<file path="config.mk">
export PLATFORM = sky130hd
export DESIGN_NAME = cmd_frame_sender
export DESIGN_NICKNAME = d
export VERILOG_FILES = /design/src/rtl/cmd_link_pkg.sv /design/src/rtl/uart_tx_byte.sv /design/src/rtl/cmd_frame_sender.sv
export SDC_FILE = /design/constraint.sdc
export NUM_CORES = 1
export LEC_CHECK = 0
export ABC_AREA = 0
export CAP_MARGIN = 30
export CORE_MARGIN = 2
export CORE_UTILIZATION = 60
export CTS_BUF_LIST = sky130_fd_sc_hd__clkbuf_2 sky130_fd_sc_hd__clkbuf_4 sky130_fd_sc_hd__clkbuf_8
export CTS_CLUSTER_DIAMETER = 120
export CTS_CLUSTER_SIZE = 16
export DETAILED_ROUTE_END_ITERATION = 6
export PLACE_DENSITY = 0.88
export SLEW_MARGIN = 20
export SYNTH_ARGS = -nofsm -noshare
export SYNTH_HDL_FRONTEND = slang
export SYNTH_SLANG_ARGS = --single-unit
</file>
<file path="constraint.sdc">
create_clock -name clk -period 6.13 [get_ports clk]
set_clock_uncertainty 0.1 [all_clocks]
set_input_delay 0.9195 -clock clk [delete_from_list [all_inputs] [get_ports clk]]
set_output_delay 0.9195 -clock clk [all_outputs]
set_load 0.005 [all_outputs]
</file>
<file path="src/rtl/cmd_link_pkg.sv">
`default_nettype none
// ============================================================================
//  Module   : cmd_link_pkg
//  Purpose  : Shared types and constants for the two-byte command link.
//             Holds the sender FSM state type and the frame/command sizing.
//  Revision : 1.0  initial release
// ============================================================================
package cmd_link_pkg;

    // One 8N1 frame: start bit, eight data bits, stop bit.
    localparam int FRAME_BITS = 10;
    // A command is sent as this many bytes, MSB byte first.
    localparam int CMD_BYTES  = 2;

    typedef enum logic [1:0] {
        IDLE      = 2'd0,
        HIGH      = 2'd1,
        LOW       = 2'd2,
        WAIT_RESP = 2'd3
    } state_t;

endpackage
`default_nettype wire

</file>
<file path="src/rtl/uart_tx_byte.sv">
`default_nettype none
// ============================================================================
//  Module   : uart_tx_byte
//  Purpose  : 8N1 byte serialiser. A load starts a frame (start bit, data
//             LSB first, stop bit); each bit lasts BAUD_DIV clk cycles.
//             A load is accepted at any time, including the cycle done is
//             high, so frames can be chained back to back with no gap.
//  Ports    : clk   - system clock
//             rst   - synchronous active-high reset
//             load  - start a new frame with data
//             data  - byte to send
//             TX    - serial line, idle high
//             done  - one-cycle pulse in the last cycle of the stop bit
//  Revision : 1.0  initial release
// ============================================================================
module uart_tx_byte
    import cmd_link_pkg::*;
#(
    parameter int BAUD_DIV = 2604
) (
    input  logic       clk,
    input  logic       rst,
    input  logic       load,
    input  logic [7:0] data,
    output logic       TX,
    output logic       done
);

    localparam logic [15:0] c_BAUD_RELOAD = 16'(BAUD_DIV - 1);
    localparam logic [3:0]  c_LAST_BIT    = 4'(FRAME_BITS - 1);

    logic [8:0]  r_shift;      // remaining data bits followed by the stop bit
    logic [15:0] r_baud_cnt;   // counts down to zero across one bit time
    logic [3:0]  r_bit_cnt;    // index of the bit currently on the line
    logic        r_active;
    logic        r_tx;

    logic w_bit_end;
    logic w_done;

    assign w_bit_end = r_active && (r_baud_cnt == 16'd0);
    assign w_done    = w_bit_end && (r_bit_cnt == c_LAST_BIT);

    always_ff @(posedge clk) begin
        if (rst) begin
            r_tx       <= 1'b1;
            r_active   <= 1'b0;
            r_shift    <= 9'h1FF;
            r_baud_cnt <= 16'd0;
            r_bit_cnt  <= 4'd0;
        end else if (load) begin
            // Start bit goes on the line immediately.
            r_tx       <= 1'b0;
            r_shift    <= {1'b1, data};
            r_baud_cnt <= c_BAUD_RELOAD;
            r_bit_cnt  <= 4'd0;
            r_active   <= 1'b1;
        end else if (w_done) begin
            r_active   <= 1'b0;
            r_tx       <= 1'b1;
        end else if (w_bit_end) begin
            r_baud_cnt <= c_BAUD_RELOAD;
            r_bit_cnt  <= r_bit_cnt + 4'd1;
            r_tx       <= r_shift[0];
            r_shift    <= {1'b1, r_shift[8:1]};
        end else if (r_active) begin
            r_baud_cnt <= r_baud_cnt - 16'd1;
        end
    end

    assign TX   = r_tx;
    assign done = w_done;

endmodule
`default_nettype wire

</file>
<file path="src/rtl/cmd_frame_sender.sv">
`default_nettype none
// ============================================================================
//  Module   : cmd_frame_sender
//  Purpose  : Sends a 16-bit command as two 8N1 frames (MSB byte, then LSB
//             byte, no gap) and collects the single response byte from the
//             byte-level UART receiver.
//  Ports    : clk          - system clock
//             rst          - synchronous active-high reset
//             cmd          - command, captured when snd_cmd is accepted
//             snd_cmd      - one-cycle send request (ignored unless idle)
//             busy         - high whenever the FSM is not IDLE
//             cmd_snt      - both frames are complete (held until next send)
//             TX           - serial line, idle high
//             rx_rdy       - receiver holds a byte
//             rx_data      - receiver byte
//             clr_rx_rdy   - one-cycle pulse consuming rx_rdy
//             resp         - latched response byte
//             resp_rdy     - resp valid (held until next send)
//             resp_timeout - response timed out (held until next send)
//  Options  : RESP_TIMEOUT_EN - when defined, WAIT_RESP gives up after
//             TIMEOUT_CYC cycles; otherwise it waits forever and
//             resp_timeout is tied low.
//  Revision : 1.0  initial release
// ============================================================================
module cmd_frame_sender
    import cmd_link_pkg::*;
#(
    parameter int BAUD_DIV    = 2604,
    parameter int TIMEOUT_CYC = 1000000
) (
    input  logic        clk,
    input  logic        rst,
    input  logic [15:0] cmd,
    input  logic        snd_cmd,
    output logic        busy,
    output logic        cmd_snt,
    output logic        TX,
    input  logic        rx_rdy,
    input  logic [7:0]  rx_data,
    output logic        clr_rx_rdy,
    output logic [7:0]  resp,
    output logic        resp_rdy,
    output logic        resp_timeout
);

    if (BAUD_DIV < 4 || BAUD_DIV > 65535) begin : g_bad_baud
        $error("cmd_frame_sender: BAUD_DIV out of range 4..65535");
    end
    if (TIMEOUT_CYC < 1) begin : g_bad_timeout
        $error("cmd_frame_sender: TIMEOUT_CYC must be at least 1");
    end

    state_t r_state;
    state_t w_state_next;

    logic [CMD_BYTES*8-1:0] r_cmd;
    logic                   r_load_msb;   // accept is registered so TX falls one edge later
    logic                   r_cmd_snt;
    logic [7:0]             r_resp;
    logic                   r_resp_rdy;

    logic       w_accept;
    logic       w_take_resp;
    logic       w_clr_rx;
    logic       w_set_snt;
    logic       w_timeout;
    logic       w_tx_load;
    logic [7:0] w_tx_data;
    logic       w_tx_done;

`ifdef RESP_TIMEOUT_EN
    localparam logic [31:0] c_TMO_LAST = 32'(TIMEOUT_CYC - 1);

    logic [31:0] r_tmo_cnt;
    logic        r_resp_timeout;
    logic        w_tmo_hit;

    assign w_tmo_hit = (r_tmo_cnt == c_TMO_LAST);

    always_ff @(posedge clk) begin
        if (rst) begin
            r_tmo_cnt      <= 32'd0;
            r_resp_timeout <= 1'b0;
        end else begin
            // Counts only while waiting; restarts at zero on each entry.
            r_tmo_cnt <= (r_state == WAIT_RESP) ? r_tmo_cnt + 32'd1 : 32'd0;
            if (w_timeout) begin
                r_resp_timeout <= 1'b1;
            end else if (w_accept) begin
                r_resp_timeout <= 1'b0;
            end
        end
    end

    assign resp_timeout = r_resp_timeout;
`else
    assign resp_timeout = 1'b0;
`endif

    always_ff @(posedge clk) begin
        if (rst) begin
            r_state <= IDLE;
        end else begin
            r_state <= w_state_next;
        end
    end

    always_comb begin
        w_state_next = r_state;
        w_accept     = 1'b0;
        w_take_resp  = 1'b0;
        w_clr_rx     = 1'b0;
        w_set_snt    = 1'b0;
        w_timeout    = 1'b0;
        case (r_state)
            IDLE: begin
                if (snd_cmd) begin
                    w_accept     = 1'b1;
                    w_state_next = HIGH;
                end else if (rx_rdy) begin
                    // Nothing outstanding: the byte is stale, drop it.
                    w_clr_rx = 1'b1;
                end
            end
            HIGH: begin
                if (w_tx_done) begin
                    w_state_next = LOW;
                end
            end
            LOW: begin
                if (w_tx_done) begin
                    w_set_snt    = 1'b1;
                    w_state_next = WAIT_RESP;
                end
            end
            WAIT_RESP: begin
                // A byte that arrived during HIGH/LOW is still pending here.
                if (rx_rdy) begin
                    w_take_resp  = 1'b1;
                    w_clr_rx     = 1'b1;
                    w_state_next = IDLE;
                end
`ifdef RESP_TIMEOUT_EN
                else if (w_tmo_hit) begin
                    w_timeout    = 1'b1;
                    w_state_next = IDLE;
                end
`endif
            end
            default: w_state_next = IDLE;
        endcase
    end

    // MSB frame is launched from the registered accept; the LSB frame is
    // loaded on the MSB frame's done cycle so it follows with no idle gap.
    assign w_tx_load = r_load_msb || ((r_state == HIGH) && w_tx_done);
    assign w_tx_data = r_load_msb ? r_cmd[15:8] : r_cmd[7:0];

    always_ff @(posedge clk) begin
        if (rst) begin
            r_cmd      <= '0;
            r_load_msb <= 1'b0;
            r_cmd_snt  <= 1'b0;
            r_resp     <= 8'h00;
            r_resp_rdy <= 1'b0;
        end else begin
            r_load_msb <= w_accept;
            if (w_accept) begin
                r_cmd <= cmd;
            end
            if (w_set_snt) begin
                r_cmd_snt <= 1'b1;
            end else if (w_accept) begin
                r_cmd_snt <= 1'b0;
            end
            if (w_take_resp) begin
                r_resp     <= rx_data;
                r_resp_rdy <= 1'b1;
            end else if (w_accept) begin
                r_resp_rdy <= 1'b0;
            end
        end
    end

    uart_tx_byte #(
        .BAUD_DIV (BAUD_DIV)
    ) u_tx (
        .clk  (clk),
        .rst  (rst),
        .load (w_tx_load),
        .data (w_tx_data),
        .TX   (TX),
        .done (w_tx_done)
    );

    assign busy       = (r_state != IDLE);
    assign cmd_snt    = r_cmd_snt;
    assign resp       = r_resp;
    assign resp_rdy   = r_resp_rdy;
    // The FSM sits in IDLE while reset is held; keep the strobe quiet then.
    assign clr_rx_rdy = w_clr_rx && !rst;

endmodule
`default_nettype wire

</file>
Word level (Yosys, flattened, before mapping)
Index checks and enable logic that the tools add are counted.

operators by class
  mux-type cells = 29
  shifts and indexed selects = 0
  add/sub/neg operators = 2
  multiply operators = 0
  reductions and logical operators = 22
  div/mod/pow operators = 0
  magnitude comparators = 0
  bitwise gates (word level) = 1
  equality and inequality tests = 9

operators with widths
  operator               count
  $mux 16                2
  $mux 8                 4
  $mux 12                2
  $logic_not 16->1       1
  $sub 16x1->16 const B  1
  $mux 1                 15
  $reduce_bool 2->1      6
  $mux 2                 4
  $ne 2x2->1 const B     4
  $pmux 2 s4             1
  $reduce_and 2->1       4
  $reduce_bool 3->1      2
  $add 4x1->4 const B    1
  $eq 2x2->1 const B     2
  $eq 4x4->1 const B     1
  $logic_and 1x1->1      4
  $reduce_and 4->1       1
  $eq 2x1->1 const B     1
  $logic_not 2->1        1
  $ne 2x1->1 const B     1
  $pmux 1 s2             1
  $reduce_or 2->1        1
  $logic_not 1->1        1
  $logic_or 1x1->1       1
  $not 1->1              1

word-level totals
  bits in writable memories = 0
  memories kept = 0
  memory bits (read-only) = 0
  flip-flop bits (word level) = 59
  output and inout port bits = 14
  latch bits = 0
  input port bits = 28

Longest topological paths before layout
Gate-level depths: netlist of the first run.

  word-level depth = 7
  mapped depth = 9

Hierarchy
A second synthesis of the first run with hierarchy kept.

unflattened totals
  cells, all modules = 341
  area, all modules = 2962.8 um^2

by module, submodules not included
  module            seq. area each (um^2)  area an instance (um^2)  instances  cells each
  uart_tx_byte      600.6                  1654.1                   1          191
  cmd_frame_sender  580.6                  1308.8                   1          150

Worst setup path after synthesis of the first run
Ideal clock, no wire load.

  path kind = input -> output
  from = in rx_rdy
  to = out clr_rx_rdy
  path slack = 3547 ps
  cell stages on the path = 3
  data arrival time = 1563 ps
  cell sequence = clkbuf_1 > inv_1 > nor4_1

on the way
  cells in the longest elaborated chain, start to end = 4

ends and longest elaborated chain
  item                   RTL line                                          source
  start, declared        cmd_frame_sender.sv:38                            input logic rx_rdy,
  $mux 1 (*)             cmd_frame_sender.sv:120, cmd_frame_sender.sv:138
  $mux 1                 cmd_frame_sender.sv:117                           if (snd_cmd) begin
  $pmux 1 s2 (*)         cmd_frame_sender.sv:115                           case (r_state)
  $logic_and 1x1->1 (*)  cmd_frame_sender.sv:201                           assign clr_rx_rdy = w_clr_rx && !rst;
  end, declared          cmd_frame_sender.sv:40                            output logic clr_rx_rdy,

Every way passes the cells marked *; elsewhere a longest branch is shown, timed or not.

Worst setup path after layout of the first run
Same ends and word-level chain as after synthesis.

==> results of run 1 <==
## registers in the layout, summed over array words and instances, names as in the netlist
register	flops
resp	8
r_state	2
r_load_msb	1
u_tx.r_baud_cnt	16
resp_rdy	1
r_cmd	16
u_tx.r_bit_cnt	4
u_tx.r_active	1
u_tx.TX	1
u_tx.r_shift	8
cmd_snt	1
## power groups by stage
stage	Sequential [mW]	Combinational [mW]	Clock [mW]
after floorplan	0.496	0.300	0
after global placement	0.510	0.376	0
after detailed placement	0.514	0.390	0
after CTS	0.507	0.396	0.432
after global routing	0.517	0.445	0.454
final	0.509	0.397	0.429
## critical path, delay by kind of cell
kind                   cells  cell delay [ns]
buffers and inverters      3             1.34
AND/OR/NAND/NOR            1             0.31
## final timing paths
path	slack (ns)	to	from	cells past startpoint
worst max-delay path	2.54	clr_rx_rdy	rx_rdy	4
worst min-delay path	0.36	resp[6]$_SDFFE_PP0P_	resp[6]$_SDFFE_PP0P_	2
worst max register to register	3.44	u_tx.r_baud_cnt[12]$_SDFFE_PP0P_	u_tx.r_baud_cnt[0]$_SDFFE_PP0P_	7
worst min register to register	0.36	resp[6]$_SDFFE_PP0P_	resp[6]$_SDFFE_PP0P_	2
## cell usage after synthesis (4+ instances only)
library cell	n	area, um^2
dfxtp_1	59	1180
ha_1	8	100
inv_1	9	33.8
a21oi_1	39	195
xor2_1	4	35.0
nand2_1	48	180
o31ai_1	6	45.0
mux2i_1	13	130
a22oi_1	7	52.6
clkbuf_1	13	48.8
nor3_1	8	40.0
nor2_1	30	113
nand3_1	13	65.1
a211oi_1	4	30.0
## kinds of logic (layout without fill, tap and decap cells)
family	Yosys count	in the layout	synth area share
compound gates	77	77	0.178
xor+xnor	6	6	0.0194
fa+ha+maj	8	8	0.0369
buf+inv	26	66	0.0387
flops	59	59	0.435
mux	13	13	0.0479
other cells	1	1	0.00138
simple gates	133	133	0.243
## cell type report
class,instances,area share
clock inverter,3,0.0201
timing repair buffer,41,0.121
clock buffer,13,0.0532
inverter,9,0.0100
tap,52,0.0194
multi-input combinational,238,0.425
sequential,59,0.351
## metal layers
layer	wire length [um]	track usage	share of wire	vias up
met5	0	0	0	-
met4	114	0.147	0.018	0
met3	335	0.0605	0.054	13
met2	3010	0.410	0.48	74
met1	2750	0.346	0.44	1146
li1	-	-	-	1218
## metrics by stage
stage | std cells | total power [mW] | hold slack [ns] | instance area, um^2 | util
6_report | 415 | 1.34 | 0.357 | 3360 | 0.772
5_1_grt | 415 | 1.42 | 0.372 | 3360 | 0.772
4_1_cts | 415 | 1.34 | 0.361 | 3360 | 0.772
3_5_place_dp | 399 | 0.904 | 0.350 | 3120 | 0.716
3_3_place_gp | 399 | 0.886 | 0.342 | 3120 | 0.716
2_1_floorplan | 323 | 0.796 | 0.336 | 2710 | -
==> reports/qor.tcl, run 1 <==
set qor(run_status) {finished clean}
set qor(route.final.wire_length_mm) 6.21
set qor(initial_core_util) 0.623
set qor(drcViolationCount) 0
set qor(grt_first_pass_wirelength_mm) 10.7
set qor(critical_path_required_ns) 5.11
set qor(portion_of_total_power_attributed_to_the_clock_network) 0.321
set qor(worst-endpoint-arrival_ns) 2.57
set qor(clkSinkCount) 59
set qor(ys_seq_elements) 59
set qor(top_library_cells_by_usage_in_the_layout_fill_and_taps_aside) {dfxtp_1 (59), nand2_1 (48), clkdlybuf4s50_1 (40)}
set qor(cts_max_path_buffers) 2
set qor(gr-total-overflow) 0
set qor(ir_worst_vdd_v) 0.000252
set qor(synth-seq-area-share) 0.435
set qor(fill_cell_total_of_the_finished_layout) 296
set qor(postSynthNetCount) 359
set qor(count_of_vias_placed_by_the_detailed_router) 2451
set qor(grt_util_all_layers) 0.266
set qor(seqCellArea_um2) 1180
set qor(detailedPlacementHpwl_mm) 4.19
set qor(chipWidth_um) 71.3
set qor(syn2layout_area_growth_pct) 23.9
set qor(share_of_total_power_in_combinational_logic) 0.298
set qor(synthesis.area_per_instance_um2) 8.40
set qor(end_kind) {output port}
set qor(hold_violations) 0
set qor(synth-async-reset-ratio) 0
set qor(power.switching_fraction) 0.334
set qor(timing.critical_path.from_type) {primary input}
set qor(drive_above_1_share) 0.0661
set qor(post-cts-setup-buffers) 0
set qor(postSynth.topFlopCell) {dfxtp_1}
set qor(mostFrequentLayoutCell) {dfxtp_1}
set qor(netlist_instances) 323
set qor(pwr-share-seq) 0.381
set qor(initial_antenna_violation_count) 0
set qor(cts.hold.buffers_added) 0
set qor(setup_viol) 0
set qor(timing.fmax_mhz) 279
set qor(worstPathCellList) {clkdlybuf4s50_1 > inv_1 > nor4_1 > clkdlybuf4s50_1}
set qor(die_h_um) 71.3
set qor(place_ws_ns) 2.55
set qor(yosysWarningCount) 0
set qor(dr.pass1.iters) 4
set qor(finalCritPeriodShare) 0.586
set qor(slew-limit-headroom) 0.559
set qor(ctsHtreeMaxLevel) 3
set qor(cpMaxStageDelayCell) {clkdlybuf4s50_1}
set qor(critPathMaxFanout) 10
set qor(post_cts.resized_instances) 0
set qor(maxCapViolations) 0
set qor(drt_iter0_drc) 137
set qor(die_outline_area_um2) 5080
set qor(grt_pass1_vias) 2288
set qor(cts_tree) {yes}
set qor(critical_path_class) {in -> out}
set qor(cellLeakagePower_nw) 1.29
set qor(syn_area_um2) 2710
set qor(number_of_flops_mapped_to_enable_cells_by_yosys) 0
set qor(final_nets) 394
set qor(largest_stage_delay_on_the_critical_path_ns) 0.67
set qor(weighted_congestion_reported_at_the_end_of_routability_driven_placement) 0.862
set qor(powerDensity_nw_per_um2) 397
set qor(drv_slew) 0
set qor(hp-class) {reg -> reg}
set qor(ctsRootBufferMaster) {clkbuf_8}
set qor(ios) 42
set qor(wl_per_cell_um) 15.0
set qor(synth.lib_cells_used.distinct) 50
set qor(multi_input_area_um2) 1430
set qor(num_antenna_cells) 0
set qor(slew_at_the_pin_closest_to_its_max_slew_limit_ns) 0.661
set qor(cellInternalPower_uw) 889
set qor(rows) 24
set qor(worst_path_most_repeated_cell) {clkdlybuf4s50_1}
set qor(finalWorstSetupSlack_ns) 2.54
set qor(numCtsBuffers) 9
set qor(postRouteAntennaNets) 0
set qor(core_region_area_um2) 4350
set qor(via_per_inst) 5.91
set qor(grt_start_max_net_pins) 43
set qor(port_buffers) 40
set qor(finalSetupTns_ns) 0
set qor(clk_transition_reported_paths_ns) 0.07
set qor(worstSkewPairLatency_ns) 0.34
set qor(grt_setup_unrepaired) {false}
set qor(final.min_clock_period_ns) 3.59
set qor(total_switching_power_uw) 446
Power figures use the tool's default switching activity.
==> run 2: changes to the inputs <==
Settings changed: CORE_UTILIZATION 60 to 55, PLACE_DENSITY 0.88 to 0.81.
Clock period 6.13 ns to 3.7 ns, I/O delays scaled along.
==> reports/qor.tcl, run 2 (synthesis gave the netlist of run 1 again) <==
set qor(syn2layout_area_growth_pct) 23.2
set qor(total_switching_power_uw) 720 ;# +61%
set qor(place_ws_ns) 0.924 ;# -1.62 ns
set qor(dr.pass1.iters) 7 ;# +3
set qor(end_kind) {output port}
set qor(grt_util_all_layers) 0.225 ;# -0.0407
set qor(finalWorstSetupSlack_ns) 0.921 ;# -1.62 ns
set qor(power.switching_fraction) 0.339 ;# +0.00493
set qor(drv_slew) 0 ;# unchanged
set qor(worstSkewPairLatency_ns) 0.34 ;# about the same
set qor(initial_antenna_violation_count) 0 ;# unchanged
set qor(via_per_inst) 5.61 ;# -5.0%
set qor(final.min_clock_period_ns) 2.78
set qor(grt_start_max_net_pins) 42 ;# -2.3%
set qor(timing.critical_path.to) {clr_rx_rdy}
set qor(drcViolationCount) 1 ;# +1
set qor(ctsRootBufferMaster) {clkbuf_8}
set qor(weighted_congestion_reported_at_the_end_of_routability_driven_placement) 0.865 ;# +0.34%
set qor(critical_path_source) {rx_rdy}
set qor(worst-endpoint-arrival_ns) 2.12 ;# -0.45 ns
set qor(cellLeakagePower_nw) 1.28 ;# -0.96%
set qor(finalCritPeriodShare) 0.751
set qor(ff2ff_path_depth) 7 ;# unchanged
set qor(cts_tree) {yes}
set qor(pwr-share-seq) 0.395 ;# +0.014
set qor(numCtsBuffers) 9 ;# unchanged
set qor(multi_input_area_um2) 1430 ;# unchanged
set qor(slew_at_the_pin_closest_to_its_max_slew_limit_ns) 0.635 ;# -0.0257 ns
set qor(ios) 42 ;# unchanged
set qor(total_cell_area_at_the_placement_stage_um2) 3130 ;# +0.60%
set qor(post_cts.resized_instances) 0 ;# unchanged
set qor(timing.fmax_mhz) 360
set qor(dp.cells) 414 ;# +3.8%
set qor(grt_first_pass_wirelength_mm) 9.44 ;# -12%
set qor(drt_iter0_drc) 205 ;# +50%
set qor(drive_above_1_share) 0.0635 ;# -0.00258
set qor(cts_max_path_buffers) 2 ;# unchanged
set qor(cellInternalPower_mw) 1.40 ;# +58%
set qor(biggestRegsByFlops) {r_cmd x16, u_tx.r_baud_cnt x16}
set qor(finalHoldWorstSlack_ns) 0.354 ;# -0.00281 ns
set qor(critical_path.reg2reg.startpoint) {u_tx.r_baud_cnt[0]$_SDFFE_PP0P_}
set qor(count_of_vias_placed_by_the_detailed_router) 2408 ;# -1.8%
set qor(min_delay_path_depth) 2 ;# unchanged
set qor(route.final.wire_length_mm) 5.78 ;# -6.9%
set qor(ir_worst_vdd_v) 0.000458 ;# +82%
set qor(ctsHtreeMaxLevel) 3 ;# unchanged
set qor(final_area_um2) 3340 ;# -0.52%
set qor(die_outline_area_um2) 5510 ;# +8.6%
set qor(wl_per_cell_um) 13.5 ;# -9.9%
set qor(core_region_area_um2) 4750 ;# +9.2%
set qor(rows) 25 ;# +4.2%
set qor(die_h_um) 74.2 ;# +4.2%
set qor(failed_checks) {design-rule violations}
set qor(maxCapViolations) 0 ;# unchanged
set qor(top_library_cells_by_usage_in_the_layout_fill_and_taps_aside) {dfxtp_1 (59), nand2_1 (48), clkdlybuf4s50_1 (40)}
set qor(portion_of_total_power_attributed_to_the_clock_network) 0.296 ;# -0.025
set qor(hp-class) {reg -> reg}
set qor(setup_viol) 0 ;# unchanged
set qor(hold_violations) 0 ;# unchanged
set qor(num_antenna_cells) 0 ;# unchanged
set qor(clkSinkCount) 59 ;# unchanged
set qor(slew-limit-headroom) 0.576 ;# +0.0171
set qor(grt_setup_unrepaired) {false}
set qor(seqCellArea_um2) 1180 ;# unchanged
set qor(post-cts-setup-buffers) 0 ;# unchanged
set qor(r2r_slack_ns) 1.11 ;# -2.33 ns
set qor(gr-total-overflow) 0 ;# unchanged
set qor(critical_path_class) {in -> out}
set qor(grt_pass1_vias) 2057 ;# -10%
set qor(powerDensity_nw_per_um2) 635 ;# +60%
set qor(chipWidth_um) 74.2 ;# +4.2%
set qor(fill_cell_total_of_the_finished_layout) 372 ;# +26%
set qor(r2r_end) {u_tx.r_baud_cnt[12]$_SDFFE_PP0P_}
set qor(cts.hold.buffers_added) 0 ;# unchanged
set qor(critical_path_required_ns) 3.04 ;# -2.07 ns
set qor(timing.critical_path.from_type) {primary input}
set qor(final_nets) 394 ;# unchanged
set qor(finalSetupTns_ns) 0 ;# unchanged
set qor(detailedPlacementHpwl_mm) 4.04 ;# -3.6%
set qor(initial_core_util) 0.571 ;# -0.0525
set qor(run_status) {finished, violations left}
set qor(clk_transition_reported_paths_ns) 0.07 ;# about the same
set qor(postRouteAntennaNets) 0 ;# unchanged
set qor(postLayoutCoreUtil) 0.703 ;# -0.0687
set qor(mostFrequentLayoutCell) {dfxtp_1}
set qor(critPathMaxFanout) 10 ;# unchanged
set qor(share_of_total_power_in_combinational_logic) 0.309 ;# +0.011
set qor(post-layout-total-power_mw) 2.12 ;# +59%
set qor(port_buffers) 40 ;# unchanged
set qor(post_layout_nonfiller_instances) 429 ;# +3.4%
-- run 2: power by group through the flow --
stage	clock, mW	combinational, mW	sequential [mW]
after floorplan	0	0.498	0.821
after global placement	0	0.634	0.847
after detailed placement	0	0.647	0.851
after CTS	0.633	0.652	0.838
after global routing	0.666	0.727	0.854
final	0.628	0.655	0.839
-- run 2: layout make-up --
| type | count | area share |
|---|---|---|
| inverters | 9 | 0.0101 |
| clock buffers | 10 | 0.0393 |
| repair buffers | 41 | 0.122 |
| multi-input cells | 238 | 0.427 |
| well taps | 67 | 0.0251 |
| flip-flops and latches | 59 | 0.353 |
| clock inverters | 5 | 0.0236 |
-- run 2: worst max-delay path, cell delays in order --
cell	delay, ns
clkdlybuf4s50_1	0.65
inv_1	0.10
nor4_1	0.27
clkdlybuf4s50_1	0.55
-- run 2: how the worst min path moves through the flow --
stage,start,endpoint,slack [ns]
finish,resp[3]$_SDFFE_PP0P_,resp[3]$_SDFFE_PP0P_,0.35
floorplan,r_cmd[0]$_SDFFE_PP0P_,r_cmd[0]$_SDFFE_PP0P_,0.34
CTS,r_cmd[2]$_SDFFE_PP0P_,r_cmd[2]$_SDFFE_PP0P_,0.35
global placement,r_cmd[2]$_SDFFE_PP0P_,r_cmd[2]$_SDFFE_PP0P_,0.34
global route,r_cmd[8]$_SDFFE_PP0P_,r_cmd[8]$_SDFFE_PP0P_,0.37
detailed placement,r_cmd[2]$_SDFFE_PP0P_,r_cmd[2]$_SDFFE_PP0P_,0.35
-- run 2: metal layers --
| layer | up-vias | track usage | share of wire |
|---|---|---|---|
| met3 | 10 | 0.0840 | 0.063 |
| li1 | 1222 | - | - |
| met4 | 0 | 0.0774 | 0.015 |
| met2 | 80 | 0.332 | 0.43 |
| met5 | - | 0 | 0 |
| met1 | 1096 | 0.306 | 0.49 |
